===== src/rtl/video_fb_scanout.sv =====
// Framebuffer scan-out: video timing, BRAM address generation and delay-matched sync/active/pixel outputs.
// Define TEST_PATTERN_EN to add the i_tp_en colour-bar override.
module video_fb_scanout #(
  parameter int            H_ACTIVE = 640,
  parameter int            H_FP     = 16,
  parameter int            H_SYNC   = 96,
  parameter int            H_BP     = 48,
  parameter int            V_ACTIVE = 480,
  parameter int            V_FP     = 10,
  parameter int            V_SYNC   = 2,
  parameter int            V_BP     = 33,
  parameter bit            HS_POL   = 1'b0,
  parameter bit            VS_POL   = 1'b0,
  parameter int            FB_W     = 320,
  parameter int            FB_H     = 240,
  parameter int            AW       = 18,
  parameter int            DW       = 16,
  parameter int            RD_LAT   = 1,
  parameter logic [DW-1:0] BORDER   = '0
) (
  input  logic          i_p_clk,
  input  logic          i_rstn,
  input  logic          i_mode,
`ifdef TEST_PATTERN_EN
  input  logic          i_tp_en,
`endif
  output logic [AW-1:0] o_raddr,
  input  logic [DW-1:0] i_rdata,
  output logic          o_hsync,
  output logic          o_vsync,
  output logic          o_active,
  output logic [DW-1:0] o_rgb,
  output logic [11:0]   o_x,
  output logic [11:0]   o_y,
  output logic          o_frame_start
);

  localparam int          H_TOTAL = H_ACTIVE + H_FP + H_SYNC + H_BP;
  localparam int          V_TOTAL = V_ACTIVE + V_FP + V_SYNC + V_BP;
  localparam int unsigned L       = RD_LAT + 2;

  localparam logic [11:0] HT_M1 = 12'(H_TOTAL - 1);
  localparam logic [11:0] VT_M1 = 12'(V_TOTAL - 1);
  localparam logic [11:0] HA    = 12'(H_ACTIVE);
  localparam logic [11:0] VA    = 12'(V_ACTIVE);
  localparam logic [11:0] HS_B  = 12'(H_ACTIVE + H_FP);
  localparam logic [11:0] HS_E  = 12'(H_ACTIVE + H_FP + H_SYNC);
  localparam logic [11:0] VS_B  = 12'(V_ACTIVE + V_FP);
  localparam logic [11:0] VS_E  = 12'(V_ACTIVE + V_FP + V_SYNC);
  localparam logic [11:0] FBW1  = 12'(FB_W);
  localparam logic [11:0] FBW2  = 12'(2 * FB_W);
  localparam logic [11:0] FBH1  = 12'(FB_H);
  localparam logic [11:0] FBH2  = 12'(2 * FB_H);
  localparam logic [AW-1:0] FBW_A = AW'(FB_W);

  if ((longint'(FB_W) * longint'(FB_H)) > (longint'(1) << AW)) begin : g_aw_chk
    $error("video_fb_scanout: FB_W*FB_H does not fit in AW address bits");
  end
  if (RD_LAT < 1 || RD_LAT > 4) begin : g_lat_chk
    $error("video_fb_scanout: RD_LAT must be in 1..4");
  end

  typedef struct packed {
    logic        hs;
    logic        vs;
    logic        act;
    logic        fb;
    logic        fs;
    logic [11:0] x;
    logic [11:0] y;
  } ctl_t;

  localparam ctl_t CTL_RST = '{hs: ~HS_POL, vs: ~VS_POL, act: 1'b0, fb: 1'b0,
                               fs: 1'b0, x: '0, y: '0};

  logic [11:0]   cx, cy;
  logic          mode_q;
  logic [AW-1:0] line_base;
  logic          end_line, end_frame;
  logic          act, hs_on, vs_on, fb;
  logic [11:0]   xoff;
  ctl_t          ctl_in;
  ctl_t          pipe_q [L];

  assign end_line  = (cx == HT_M1);
  assign end_frame = end_line && (cy == VT_M1);

  // Mode is only latched at the last position of a frame, together with the line-base restart,
  // so a frame is always scanned with a single scale factor.
  always_ff @(posedge i_p_clk) begin
    if (!i_rstn) begin
      cx        <= '0;
      cy        <= '0;
      line_base <= '0;
      mode_q    <= 1'b0;
    end else if (end_line) begin
      cx <= '0;
      if (end_frame) begin
        cy        <= '0;
        line_base <= '0;
        mode_q    <= i_mode;
      end else begin
        cy <= cy + 12'd1;
        if (!mode_q || cy[0])
          line_base <= line_base + FBW_A;
      end
    end else begin
      cx <= cx + 12'd1;
    end
  end

  always_comb begin
    act    = (cx < HA) && (cy < VA);
    hs_on  = (cx >= HS_B) && (cx < HS_E);
    vs_on  = (cy >= VS_B) && (cy < VS_E);
    fb     = act && (mode_q ? ((cx < FBW2) && (cy < FBH2))
                            : ((cx < FBW1) && (cy < FBH1)));
    xoff   = mode_q ? {1'b0, cx[11:1]} : cx;
    ctl_in = '{hs: hs_on ? HS_POL : ~HS_POL, vs: vs_on ? VS_POL : ~VS_POL,
               act: act, fb: fb, fs: (cx == '0) && (cy == '0), x: cx, y: cy};
  end

  always_ff @(posedge i_p_clk) begin
    if (!i_rstn)
      o_raddr <= '0;
    else if (fb)
      o_raddr <= line_base + AW'(xoff);
  end

  always_ff @(posedge i_p_clk) begin
    if (!i_rstn) begin
      for (int unsigned i = 0; i < L; i++)
        pipe_q[i] <= CTL_RST;
    end else begin
      pipe_q[0] <= ctl_in;
      for (int unsigned i = 1; i < L; i++)
        pipe_q[i] <= pipe_q[i-1];
    end
  end

`ifdef TEST_PATTERN_EN
  logic          tp_q;
  logic [L-1:0]  tp_pipe;
  logic [2:0]    bar_idx;
  logic [DW-1:0] bar_rgb;

  always_ff @(posedge i_p_clk) begin
    if (!i_rstn) begin
      tp_q    <= 1'b0;
      tp_pipe <= '0;
    end else begin
      if (end_frame)
        tp_q <= i_tp_en;
      tp_pipe <= {tp_pipe[L-2:0], tp_q};
    end
  end

  // Bar index x*8/H_ACTIVE as threshold compares against constants.
  always_comb begin
    bar_idx = '0;
    for (int unsigned k = 1; k < 8; k++)
      if ({pipe_q[L-2].x, 3'b000} >= 15'(k * H_ACTIVE))
        bar_idx = 3'(k);
    case (bar_idx)
      3'd0:    bar_rgb = DW'(16'hFFFF);
      3'd1:    bar_rgb = DW'(16'hFFE0);
      3'd2:    bar_rgb = DW'(16'h07FF);
      3'd3:    bar_rgb = DW'(16'h07E0);
      3'd4:    bar_rgb = DW'(16'hF81F);
      3'd5:    bar_rgb = DW'(16'hF800);
      3'd6:    bar_rgb = DW'(16'h001F);
      default: bar_rgb = DW'(16'h0000);
    endcase
  end
`endif

  // Stage L-2 lines up with the cycle in which the BRAM returns data for that position.
  always_ff @(posedge i_p_clk) begin
    if (!i_rstn)
      o_rgb <= '0;
    else if (!pipe_q[L-2].act)
      o_rgb <= '0;
    else if (!pipe_q[L-2].fb)
      o_rgb <= BORDER;
`ifdef TEST_PATTERN_EN
    else if (tp_pipe[L-2])
      o_rgb <= bar_rgb;
`endif
    else
      o_rgb <= i_rdata;
  end

  assign o_hsync       = pipe_q[L-1].hs;
  assign o_vsync       = pipe_q[L-1].vs;
  assign o_active      = pipe_q[L-1].act;
  assign o_frame_start = pipe_q[L-1].fs;
  assign o_x           = pipe_q[L-1].x;
  assign o_y           = pipe_q[L-1].y;

endmodule


===== config.mk =====
export PLATFORM = sky130hd
export DESIGN_NAME = video_fb_scanout
export DESIGN_NICKNAME = d
export VERILOG_FILES = /design/src/rtl/video_fb_scanout.sv
export SDC_FILE = /design/constraint.sdc
export NUM_CORES = 1
export LEC_CHECK = 0
export BUFFER_PORTS_ARGS = -buffer_cell sky130_fd_sc_hd__buf_2
export CORE_UTILIZATION = 35
export DETAILED_ROUTE_END_ITERATION = 8
export PLACE_DENSITY_LB_ADDON = 0.25
export SLEW_MARGIN = 20
export SYNTH_ARGS = -nofsm -noshare
export SYNTH_HDL_FRONTEND = slang
export SYNTH_SLANG_ARGS = --single-unit

===== constraint.sdc =====
create_clock -name i_p_clk -period 3.5 [get_ports i_p_clk]
set_input_delay 0.7 -clock i_p_clk [delete_from_list [all_inputs] [get_ports i_p_clk]]
set_output_delay 0.7 -clock i_p_clk [all_outputs]
set_load 0.01 [all_outputs]

[After elaboration in Yosys (flattened, before gate mapping)]
Memories as Yosys holds them, arrays and structs flattened.
Cells that the tools add are included.
Word-level totals
  logic and storage cells: 53
  bits in registers: 77
  memories: 1
  bits in writable memories: 87
  output and inout port bits: 62
Memories
  pipe_q: depth 3, bits a word 29, rd ports 3, clocked after memory_dff 0, write ports 3, line 83  | ctl_t pipe_q [L];
Operators by class
  $lt $le $gt $ge: 8
  add/sub/neg operators: 4
  mux-type cells: 12
  eq/ne operators: 2
  reductions and logical operators: 16
  bitwise logic cells: 4
Operators by type and width (number)
  $mux 29: 3
  $lt 12x9->1 const B: 3
  $mux 18: 2
  $add 12x1->12 const B: 2
  $eq 12x10->1 const B: 2
  $logic_not 12->1: 2
  $lt 12x10->1 const B: 2
  $mux 12: 2
  $add 18x12->18: 1
  $add 18x9->18 const B: 1
  $ge 12x10->1 const B: 1
  $ge 12x9->1 const B: 1
  $lt 12x8->1 const B: 1
  $logic_and 1x1->1: 7
  $mux 1: 5
  $reduce_and 2->1: 2
  $or 1x1->1: 3
  $reduce_and 3->1: 1
  $reduce_bool 2->1: 1
  $reduce_or 2->1: 1
  $logic_not 1->1: 1
  $logic_or 1x1->1: 1
  $not 1->1: 1

[Logic depth before layout (Yosys ltp)]
Gate-level depths: netlist of run 1.
  word-level depth: 5
  mapped depth: 10
  depth with buffers taken out: 8

[Worst setup path after synthesis of run 1]
No wires, ideal clock.
  path type: register to register
  start point: reg mode_q
  end point: reg o_raddr[17]
  setup slack: 0.481 ns
  period minus slack after synthesis: 3.019 ns
  setup time: 0.074 ns
  data arrival time: 2.945 ns
  stages on the path, launching flop included: 10
  cells stage by stage: dfxtp_1 > clkbuf_1 > clkbuf_1 > mux2_2 > ha_1 > a21o_1 > a21o_1 > a221oi_1 > o21ai_0 > a31oi_1
Between the ends
  word-level cells in the longest chain between the ends: 2
Ends and longest elaborated chain
  start, declared: line 77  | logic mode_q;
  start signal, assigned: line 101  | mode_q <= i_mode;
  $mux 12 / $mux 1 (equally long branches): line 118, 116
  $add 18x12->18 / $logic_and 1x1->1 (equally long branches): line 127, 116
  end signal, assigned: line 127  | o_raddr <= line_base + AW'(xoff);
  end, declared: line 27  | output logic [AW-1:0] o_raddr,
Parallel ways exist; a longest one is shown, timed or not.
A chain may end at the register's enable or synchronous reset.

[Worst setup path after layout of run 1]
Same ends and word-level chain as after synthesis.

==> results of run 1 <==
==> path summary, 6_finish.rpt <==
| check | from | end | cells past startpoint |
|---|---|---|---|
| worst max-delay path | mode_q$_SDFFE_PN0P_ | o_raddr[17]$_SDFFE_PN0P_ | 7 |
| worst min-delay path | pipe_q[0][27]$_SDFF_PN1_ | pipe_q[0][56]$_SDFF_PN1_ | 1 |
| worst max register to register | mode_q$_SDFFE_PN0P_ | o_raddr[17]$_SDFFE_PN0P_ | 7 |
| worst min register to register | pipe_q[0][27]$_SDFF_PN1_ | pipe_q[0][56]$_SDFF_PN1_ | 1 |
==> logic make-up after synthesis <==
logic type      count (synthesis)  share of synthesized area, %
xor+xnor                       28                          4.09
fa+ha+maj                      13                          2.71
other cells                     1                        0.0625
simple gates                  265                          24.7
flops                         157                          52.4
mux                            11                          1.94
buf+inv                        67                          6.01
compound gates                 78                          8.06
==> power groups by stage <==
stage,Combinational [mW],Clock [mW],Sequential [mW]
after floorplan,0.0445,0,1.85
after global placement,0.0730,0,1.85
after detailed placement,0.0735,0,1.85
after CTS,0.0738,1.85,1.81
after global routing,0.0830,1.95,1.81
final,0.0730,1.80,1.81
==> stage by stage <==
step / hold WS [ps] / cells / worst slack (ps)
5_1_grt: 424 / 899 / 348
3_3_place_gp: 393 / 867 / 683
3_5_place_dp: 392 / 867 / 629
2_1_floorplan: 386 / 620 / 481
4_1_cts: 410 / 899 / 632
6_report: 403 / 899 / 582
==> state kept, by name, indices dropped and copies added (netlist names) <==
name,cells
line_base,12
cy,12
o_rgb,16
pipe_q,86
cx,12
mode_q,1
o_raddr,18
==> routing by layer <==
layer / routed length [µm] / share of wire [%]
met2: 5590 / 46
met4: 172 / 1.4
met1: 5780 / 48
met5: 0 / 0
met3: 506 / 4.2
==> worst register-to-register path, stage by stage (launching register included) <==
cell and delay (ps):
dfxtp_1 580, mux2_2 390, ha_1 350, a21o_1 200, a21o_1 200, a221oi_1 710, o21ai_0 230, a31oi_1 190
==> placed cells by master, fill, tap and decap left out, types with 3 or more instances in the layout <==
cell | synthesis | layout
or4_1 | 3 | 3
inv_1 | 9 | 9
a31oi_1 | 4 | 4
nor4_1 | 7 | 7
nor2_1 | 43 | 43
buf_2 | 3 | 80
a21o_1 | 3 | 3
a211oi_1 | 10 | 10
xnor2_1 | 17 | 17
and2_1 | 91 | 91
a21oi_1 | 28 | 28
xor2_1 | 11 | 11
mux2_2 | 5 | 5
clkbuf_16 | 0 | 17
and4_1 | 4 | 4
buf_4 | 24 | 5
clkinvlp_4 | 0 | 3
nand3_1 | 21 | 21
or3_1 | 11 | 11
nand2b_1 | 6 | 6
nand2_1 | 36 | 36
nor3_1 | 13 | 13
o21ai_0 | 15 | 15
mux2i_1 | 6 | 6
inv_6 | 0 | 3
ha_1 | 13 | 13
and3_1 | 5 | 5
o211ai_1 | 4 | 4
dfxtp_1 | 157 | 157
nand4_1 | 10 | 10
and4b_1 | 3 | 3
==> layout make-up <==
cell class / instances / share of cell area (%)
clock buffers: 21 / 6.60
inverters: 9 / 0.484
repair buffers: 85 / 6.28
clock inverters: 11 / 1.88
flip-flops and latches: 157 / 45.1
well taps: 220 / 3.95
multi-input cells: 396 / 35.7
==> flow_summary.yaml, run 1 <==
setup_path:
  start_kind: "register"
  worstSetupPathType: "register to register"
  path_max_fanout: 13
  path_common_cell: "a21o_1"
  cp.required_ps: 3840
  crit_chain: "mux2_2 -> ha_1 -> a21o_1 -> a21o_1 -> a221oi_1 -> o21ai_0 -> a31oi_1"
  slowest_stage: "a221oi_1"
  cp-end-kind: "register"
  cp_top_family: "compound AO/OA/AOI/OAI gates"
  slowest_delay_ps: 710
  arrival_ps: 3260
  rrSetupSlack_ps: 580
  path_buf_inv: 0
timing:
  finalMaxSlewViolations: 0
  tns_ps: 0
  relSlewSlack_pct: 34.0
  setup_viol: 0
  finClkSkew_ps: 11.2
  fmaxAchievable_mhz: 343
  rsz0062_at_grt: "no"
  fin_crit_ps: 2920
  tightestPinTransition_ps: 981
  hold_viol_final: 0
  fin_crit_sh_pct: 83.4
power_and_ir_drop:
  seq_power_share_pct: 49.1
  vdd_drop_max_mv: 0.356
  p_int_mw: 2.93
  p_per_area_nw_per_um2: 529
  net-switching-power_mw: 0.762
  clkPwrFrac_pct: 48.9
  p_sw_share_pct: 20.7
  power_leakage_nw: 2.87
  p_comb_share_pct: 2.0
  power_mw: 3.69
clocking:
  cts_resized: 0
  clk_latency_ps: 410
  htree_levels: 4
  cts.clk_slew.worst_paths_ps: 60
  cts_tree: "done"
  postCtsSetupBuffers: 0
  clockBufferDepth: 2
  cts.sinks: 157
  numCtsBuffers: 17
  cts-root-buf: "clkbuf_16"
  ctsHoldBuffers: 0
yosys:
  yosys-top-cells-count: "dfxtp_1, and2_1, nor2_1"
  async_flop_share_pct: 0
  netlist_instances: 620
  synth.cell_area_um2: 6000
  synth_nets: 652
  yosys.area.top_type_share_pct: 52.4
  yosysMostFrequentCell: "dfxtp_1"
  avgSynthCellArea_um2: 9.67
  yosysTopAreaCell: "dfxtp_1"
  yosys_warnings: 0
  synth.distinct_cells: 53
  ys.flop_type: "dfxtp_1"
  ys_ff_latch: 157
  yosys-top-cells-area: "dfxtp_1, and2_1, buf_4, ha_1, nor2_1"
  ys_seq_area_share_pct: 52.4
  synth_edf_count: 0
floorplan:
  pin_count: 81
  die_h_um: 133
  start_util_pct: 36.0
  core_um2: 16600
  die_area_um2: 17700
  die_w_um: 133
  num_rows: 47
final_layout:
  insertedDiodeCount: 0
  area_delta_synth_final_pct: 16.3
  fin_area_um2: 6970
  nFillCells: 1640
  fin_nets: 698
  fin_util_pct: 41.9
  drive_gt1_share_pct: 18.6
  multiInputGateArea_um2: 2490
  register_area_um2: 3140
placement:
  hpwl_mm: 8.27
  port_buffers: 80
  globalplace.congestion: 0.870
  place_area_um2: 6380
global_route:
  met1_usage_pct: 18.9
  grt_pass1_vias: 4177
  track_usage_pct: 14.4
  grtUsageMet3_pct: 4.44
  met2_usage_pct: 22.1
  antenna_found_initial: 0
  grt_pass1_wl_mm: 20.4
  grt_max_degree: 88
  grt.overflow.total: 0
  top_usage_layer: "met2"
route:
  viasPerCell: 4.78
  wl_per_cell_um: 13.4
  route.detailed.drc: 0
  drt_wl_total_mm: 12.1
  vias: 4294
  drt_iter0_markers: 249
  first_pass_iters: 4
  ant_nets: 0
worst_hold_path:
  hold_class: "register to register"
status:
  outcome: "complete, no violations"
run:
  drv_cap: 0
Note: power is estimated with default switching activity, not from simulation.
==> run 2: changes to the inputs <==
--- a/config.mk
+++ b/config.mk
@@ -5,6 +5,7 @@
 export SDC_FILE = /design/constraint.sdc
 export NUM_CORES = 1
 export LEC_CHECK = 0
+export ABC_AREA = 1
 export BUFFER_PORTS_ARGS = -buffer_cell sky130_fd_sc_hd__buf_2
 export CORE_UTILIZATION = 35
 export DETAILED_ROUTE_END_ITERATION = 8
==> constraint.sdc (replaced) <==
create_clock -name i_p_clk -period 2.4 [get_ports i_p_clk]
set_input_delay 0.48 -clock i_p_clk [delete_from_list [all_inputs] [get_ports i_p_clk]]
set_output_delay 0.48 -clock i_p_clk [all_outputs]
set_load 0.01 [all_outputs]
==> flow_summary.yaml, run 2 <==
status:
  outcome: "complete, no violations"
setup_path:
  start_kind: "register"
  path_max_fanout: 12
  path_common_cell: "nand2_1"
  path_buf_inv: 2
  slowest_delay_ps: 510
  cp_top_family: "simple AND/OR/NAND/NOR gates"
  worstSetupPathType: "register to register"
  slowest_stage: "dfxtp_1"
  cp-end-kind: "register"
  arrival_ps: 2360
  cp.required_ps: 2730
  startpoint: "mode_q$_SDFFE_PN0P_"
  crit_chain: "buf_4 -> nand2_1 -> o21ai_0 -> ha_1 -> nand2_1 -> nand2_1 -> a21o_1 -> nand2_1 -> nand2_1 -> nand2_1 -> nand2_1 -> nand3_1 -> nand2_1 -> inv_1"
  r2r_start: "mode_q$_SDFFE_PN0P_"
clocking:
  cts_resized: 0
  cts.clk_slew.worst_paths_ps: 70
  ctsHoldBuffers: 0
  postCtsSetupBuffers: 0
  cts_tree: "done"
  cts-root-buf: "clkbuf_16"
  clockBufferDepth: 2
  numCtsBuffers: 17
  htree_levels: 4
  clk_latency_ps: 420
  cts.sinks: 157
final_layout:
  area_delta_synth_final_pct: 16.4
  nFillCells: 1900
  multiInputGateArea_um2: 2420
  largest_reg_flops: 86
  insertedDiodeCount: 0
  reg_top3: "pipe_q (86), o_raddr (18), o_rgb (16)"
  fin_nets: 940
  top_register: "pipe_q"
  layout_common_cells: "nand2_1, dfxtp_1, inv_1"
  drive_gt1_share_pct: 17.0
  fin_util_pct: 41.7
  layout_commonest_cell: "nand2_1"
  register_area_um2: 3140
power_and_ir_drop:
  power_mw: 5.39
  power_leakage_nw: 4.06
  vdd_drop_max_mv: 0.484
  p_per_area_nw_per_um2: 717
worst_hold_path:
  min_from: "i_rdata[12]"
  hold_class: "input port to register"
yosys:
  synthMuxAreaShare_pct: 0
  avgSynthCellArea_um2: 7.65
  synth_fa_ha_area_share_pct: 2.52
  yosys.area.top_type_share_pct: 48.6
  ys_seq_area_share_pct: 48.6
  async_flop_share_pct: 0
  synth_xor_area_share_pct: 2.57
  ys_ff_latch: 157
  yosys-top-cells-count: "nand2_1, dfxtp_1, inv_1"
  synth.cell_area_um2: 6470
  yosysMostFrequentCell: "nand2_1"
  synth_compound_area_share_pct: 5.94
  synth_top_family_by_area: "simple AND/OR/NAND/NOR gates"
  yosys_warnings: 0
  yosysTopAreaCell: "dfxtp_1"
  ys.flop_type: "dfxtp_1"
  yosys.area_share.simple_pct: 26.4
  synth_edf_count: 0
  synth.distinct_cells: 43
  synth_nets: 877
  yosys-top-cells-area: "dfxtp_1, nand2_1, inv_1, nor2_1, buf_4"
  netlist_instances: 845
timing:
  hold_ws_ps: 260
  setup_viol: 0
  tns_ps: 0
  relSlewSlack_pct: 63.3
  finalMaxSlewViolations: 0
  finClkSkew_ps: 5.91
  fin_crit_ps: 2040
  hold_viol_final: 0
  rsz0062_at_grt: "no"
  fin_ws_ps: 363
  fmaxAchievable_mhz: 491
  tightestPinTransition_ps: 546
  fin_crit_sh_pct: 84.9
route:
  route.detailed.drc: 0
  ant_nets: 0
  drt_wl_total_mm: 13.1
  wl_per_cell_um: 11.4
  drt_iter0_markers: 225
  viasPerCell: 4.36
  first_pass_iters: 4
  vias: 5014
floorplan:
  pin_count: 81
  start_util_pct: 35.9
  die_w_um: 138
  num_rows: 49
  core_um2: 18000
  die_area_um2: 19000
  die_h_um: 138
placement:
  globalplace.congestion: 0.861
  hpwl_mm: 9.51
  pre_cts_ws_ps: 371
  port_buffers: 80
global_route:
  antenna_found_initial: 0
  track_usage_pct: 14.4
  grt.overflow.total: 0
  grt_max_degree: 47
  grt_pass1_vias: 4395
  grt_pass1_wl_mm: 21.2
run:
  drv_cap: 0
[run 2: changes by cell type in the layout (fill, tap and decap cells not counted), moves of 6 or more]
cell      change
a211oi_1      -9
nor2_1       +49
nand2b_1      -6
o21ai_0      +13
or3_1        -11
inv_1       +143
and2_1       -91
nand2_1     +159
xnor2_1      -16
mux2i_1       -6
xor2_1        +7
nor3_2        +6
nand3_1       +8
[run 2: area by class of cell]
type | count | share of cell area, %
sequential | 157 | 41.8
tap | 229 | 3.81
timing repair buffer | 91 | 6.59
inverter | 158 | 7.97
clock inverter | 14 | 2.01
multi-input combinational | 483 | 32.2
clock buffer | 17 | 5.65
[run 2: report_power, final]
group	switching (mW)	total [mW]	leakage, nW	internal, mW
Sequential	0.00980	2.64	1.27	2.63
Clock	1.17	2.63	0.276	1.46
Combinational	0.0840	0.130	2.52	0.0457
[run 2: final timing paths]
kind,to,slack (ps),cells past startpoint
worst max register to register,o_raddr[17]$_SDFFE_PN0P_,360,14
worst min register to register,pipe_q[0][29]$_SDFF_PN0_,410,2
worst min-delay path,o_rgb[12]$_SDFF_PN0_,260,3
worst max-delay path,o_raddr[17]$_SDFFE_PN0P_,360,14
[run 2: layer usage]
| metal | part of all wire (%) | vias to the layer above | GRT usage (%) | wire (µm) |
|---|---|---|---|---|
| met2 | 45 | 87 | 22.9 | 5910 |
| met3 | 3.9 | 18 | 3.51 | 514 |
| met4 | 1.5 | 0 | 5.62 | 200 |
| met5 | 0 | - | 0 | 0 |
| li1 | - | 2667 | - | - |
| met1 | 50 | 2242 | 18.7 | 6510 |
[run 2: through the flow]
stage	area (µm²)	instances
4_1_cts	7520	1149
5_1_grt	7520	1149
3_3_place_gp	6950	1118
3_5_place_dp	6950	1118
2_1_floorplan	6470	845
6_report	7520	1149
[run 2: cells by family (layout without fill, tap and decap cells)]
family,Yosys count,after routing
AND/OR/NAND/NOR,380,380
buffers and inverters,205,280
flip-flops,157,157
AO/OA/AOI/OAI,70,70
XOR/XNOR,19,19
adder cells (fa/ha/maj),13,13
other,1,1
[run 2: worst reg2reg max path: stages (launching register included)]
cell and delay (ps):
dfxtp_1 510, buf_4 240, nand2_1 60, o21ai_0 80
ha_1 210, nand2_1 60, nand2_1 110, a21o_1 170
nand2_1 80, nand2_1 150, nand2_1 70, nand2_1 60
nand3_1 60, nand2_1 70, inv_1 30
==> run 3: changes to the inputs <==
==> constraint.sdc (replaced) <==
create_clock -name i_p_clk -period 1.7 [get_ports i_p_clk]
set_input_delay 0.34 -clock i_p_clk [delete_from_list [all_inputs] [get_ports i_p_clk]]
set_output_delay 0.34 -clock i_p_clk [all_outputs]
set_load 0.01 [all_outputs]
==> flow_summary.yaml, run 3 (synthesis results as in run 2) <==
timing:
  hold_viol_final: 0
  relSlewSlack_pct: 65.6
  fin_crit_sh_pct: 103
  finalMaxSlewViolations: 0
  setup_viol: 4
  fin_crit_ps: 1760
  tightestPinTransition_ps: 515
  finClkSkew_ps: 22.3
  rsz0062_at_grt: "yes"
  fin_ws_ps: -55.3
  tns_ps: -155
  fmaxAchievable_mhz: 570
status:
  outcome: "finished with violations"
  violations: "setup timing"
route:
  topRoutingLayerUsed: "met4"
  viasPerCell: 4.29
  wl_per_cell_um: 11.3
  ant_nets: 0
  vias: 5241
  drt_iter0_markers: 184
  drt_wl_total_mm: 13.9
  route.met3.wl_um: 524
  met2WireLength_mm: 6.59
  route.detailed.drc: 0
  drt-met1-wl_mm: 6.55
  first_pass_iters: 4
final_layout:
  register_area_um2: 3160
  drive_gt1_share_pct: 30.9
  fin_nets: 1011
  nFillCells: 1806
  area_delta_synth_final_pct: 31.2
  layout_common_cells: "nand2_1, dfxtp_1, inv_1"
  largest_reg_flops: 86
  reg_top3: "pipe_q (86), o_raddr (18), o_rgb (16)"
  fin_util_pct: 47.1
  layout_commonest_cell: "nand2_1"
  insertedDiodeCount: 0
  multiInputGateArea_um2: 2760
  top_register: "pipe_q"
floorplan:
  core_um2: 18000
  die_w_um: 138
  start_util_pct: 35.9
  num_rows: 49
  die_area_um2: 19000
  die_h_um: 138
  pin_count: 81
clocking:
  cts_tree: "done"
  cts.sinks: 157
  clockBufferDepth: 2
  cts-root-buf: "clkbuf_16"
  numCtsBuffers: 17
  ctsHoldBuffers: 0
  htree_levels: 4
  clk_latency_ps: 430
  cts.clk_slew.worst_paths_ps: 70
global_route:
  track_usage_pct: 14.9
  grt.overflow.total: 0
  antenna_found_initial: 0
  grt_max_degree: 51
  grt_pass1_wl_mm: 21.9
  grt_pass1_vias: 4703
power_and_ir_drop:
  power_leakage_nw: 4.59
  p_int_mw: 5.90
  seq_power_share_pct: 48.4
  p_per_area_nw_per_um2: 906
  p_comb_share_pct: 2.7
  vdd_drop_max_mv: 0.674
  clkPwrFrac_pct: 48.9
  p_sw_share_pct: 23.2
  net-switching-power_mw: 1.78
run:
  drv_cap: 0
setup_path:
  arrival_ps: 2100
  cp.required_ps: 2040
  cp-end-kind: "register"
  path_max_fanout: 8
  start_kind: "register"
  rrSetupSlack_ps: -60
  worstSetupPathType: "register to register"
placement:
  hpwl_mm: 9.78
  pre_cts_ws_ps: -103
  globalplace.congestion: 0.874
  port_buffers: 80
worst_hold_path:
  hold_class: "input port to register"
## run 3: cell types whose count changed in the layout (fill, tap and decap cells not counted), moves of 9 or more
cell and change:
o21ai_0 -16, nand2_1 -23, dfxtp_1 -9, buf_4 +64, nand2_2 +16, nor2_1 -9
## run 3: final timing paths
check,cells past startpoint,from,end
max,14,mode_q$_SDFFE_PN0P_,o_raddr[17]$_SDFFE_PN0P_
min,3,i_rdata[4],o_rgb[4]$_SDFF_PN0_
max reg2reg,14,mode_q$_SDFFE_PN0P_,o_raddr[17]$_SDFFE_PN0P_
min reg2reg,2,pipe_q[0][16]$_SDFF_PN0_,pipe_q[0][45]$_SDFF_PN0_
## run 3: timing repair
item | in CTS | in global routing
resized for setup | 23 | 98
cloned | 0 | 1
buffers inserted | 5 | 8
pin swaps | 24 | 40
setup endpoints to repair | 8 | 44
## run 3: metrics by stage
stage	power [mW]	area, µm²	instances	hold WS, ps
after detailed placement	4.01	7400	1176	395
after global routing	7.98	8490	1221	103
final	7.69	8490	1221	115
after floorplan	3.92	6490	845	390
after global placement	4.01	7400	1176	394
after CTS	7.79	8100	1213	94.2
## run 3: worst max-delay path, cell delays in order (launching register included)
cell     delay, ps
dfxtp_4        410
buf_8          150
nand2_2         50
o21ai_2         60
ha_2           210
nand2_2         50
nand2_2         70
a21o_1         190
nand2_2        100
nand2_4         90
nand2_2         40
nand2_1         60
nand3_1         60
nand2_1         80
inv_1           30
## run 3: power by group through the flow
stage	Sequential (mW)	Clock, mW	Combinational [mW]
5_1_grt	3.72	4.02	0.235
2_1_floorplan	3.81	0	0.105
3_5_place_dp	3.81	0	0.201
3_3_place_gp	3.80	0	0.201
4_1_cts	3.72	3.87	0.202
6_report	3.72	3.76	0.206
## run 3: layer usage
layer  up-vias  global-route usage [%]
met1      2318                    18.6
met4         0                    6.16
li1       2821                       -
met5         -                       0
met3        14                    3.69
met2        88                    24.4
## run 3: cell type report
| type | instances | area share, % |
|---|---|---|
| sequential | 157 | 37.2 |
| multi-input combinational | 483 | 32.5 |
| timing repair buffer | 162 | 12.7 |
| inverter | 158 | 7.25 |
| clock buffer | 18 | 5.18 |
| tap | 229 | 3.38 |
| clock inverter | 14 | 1.75 |
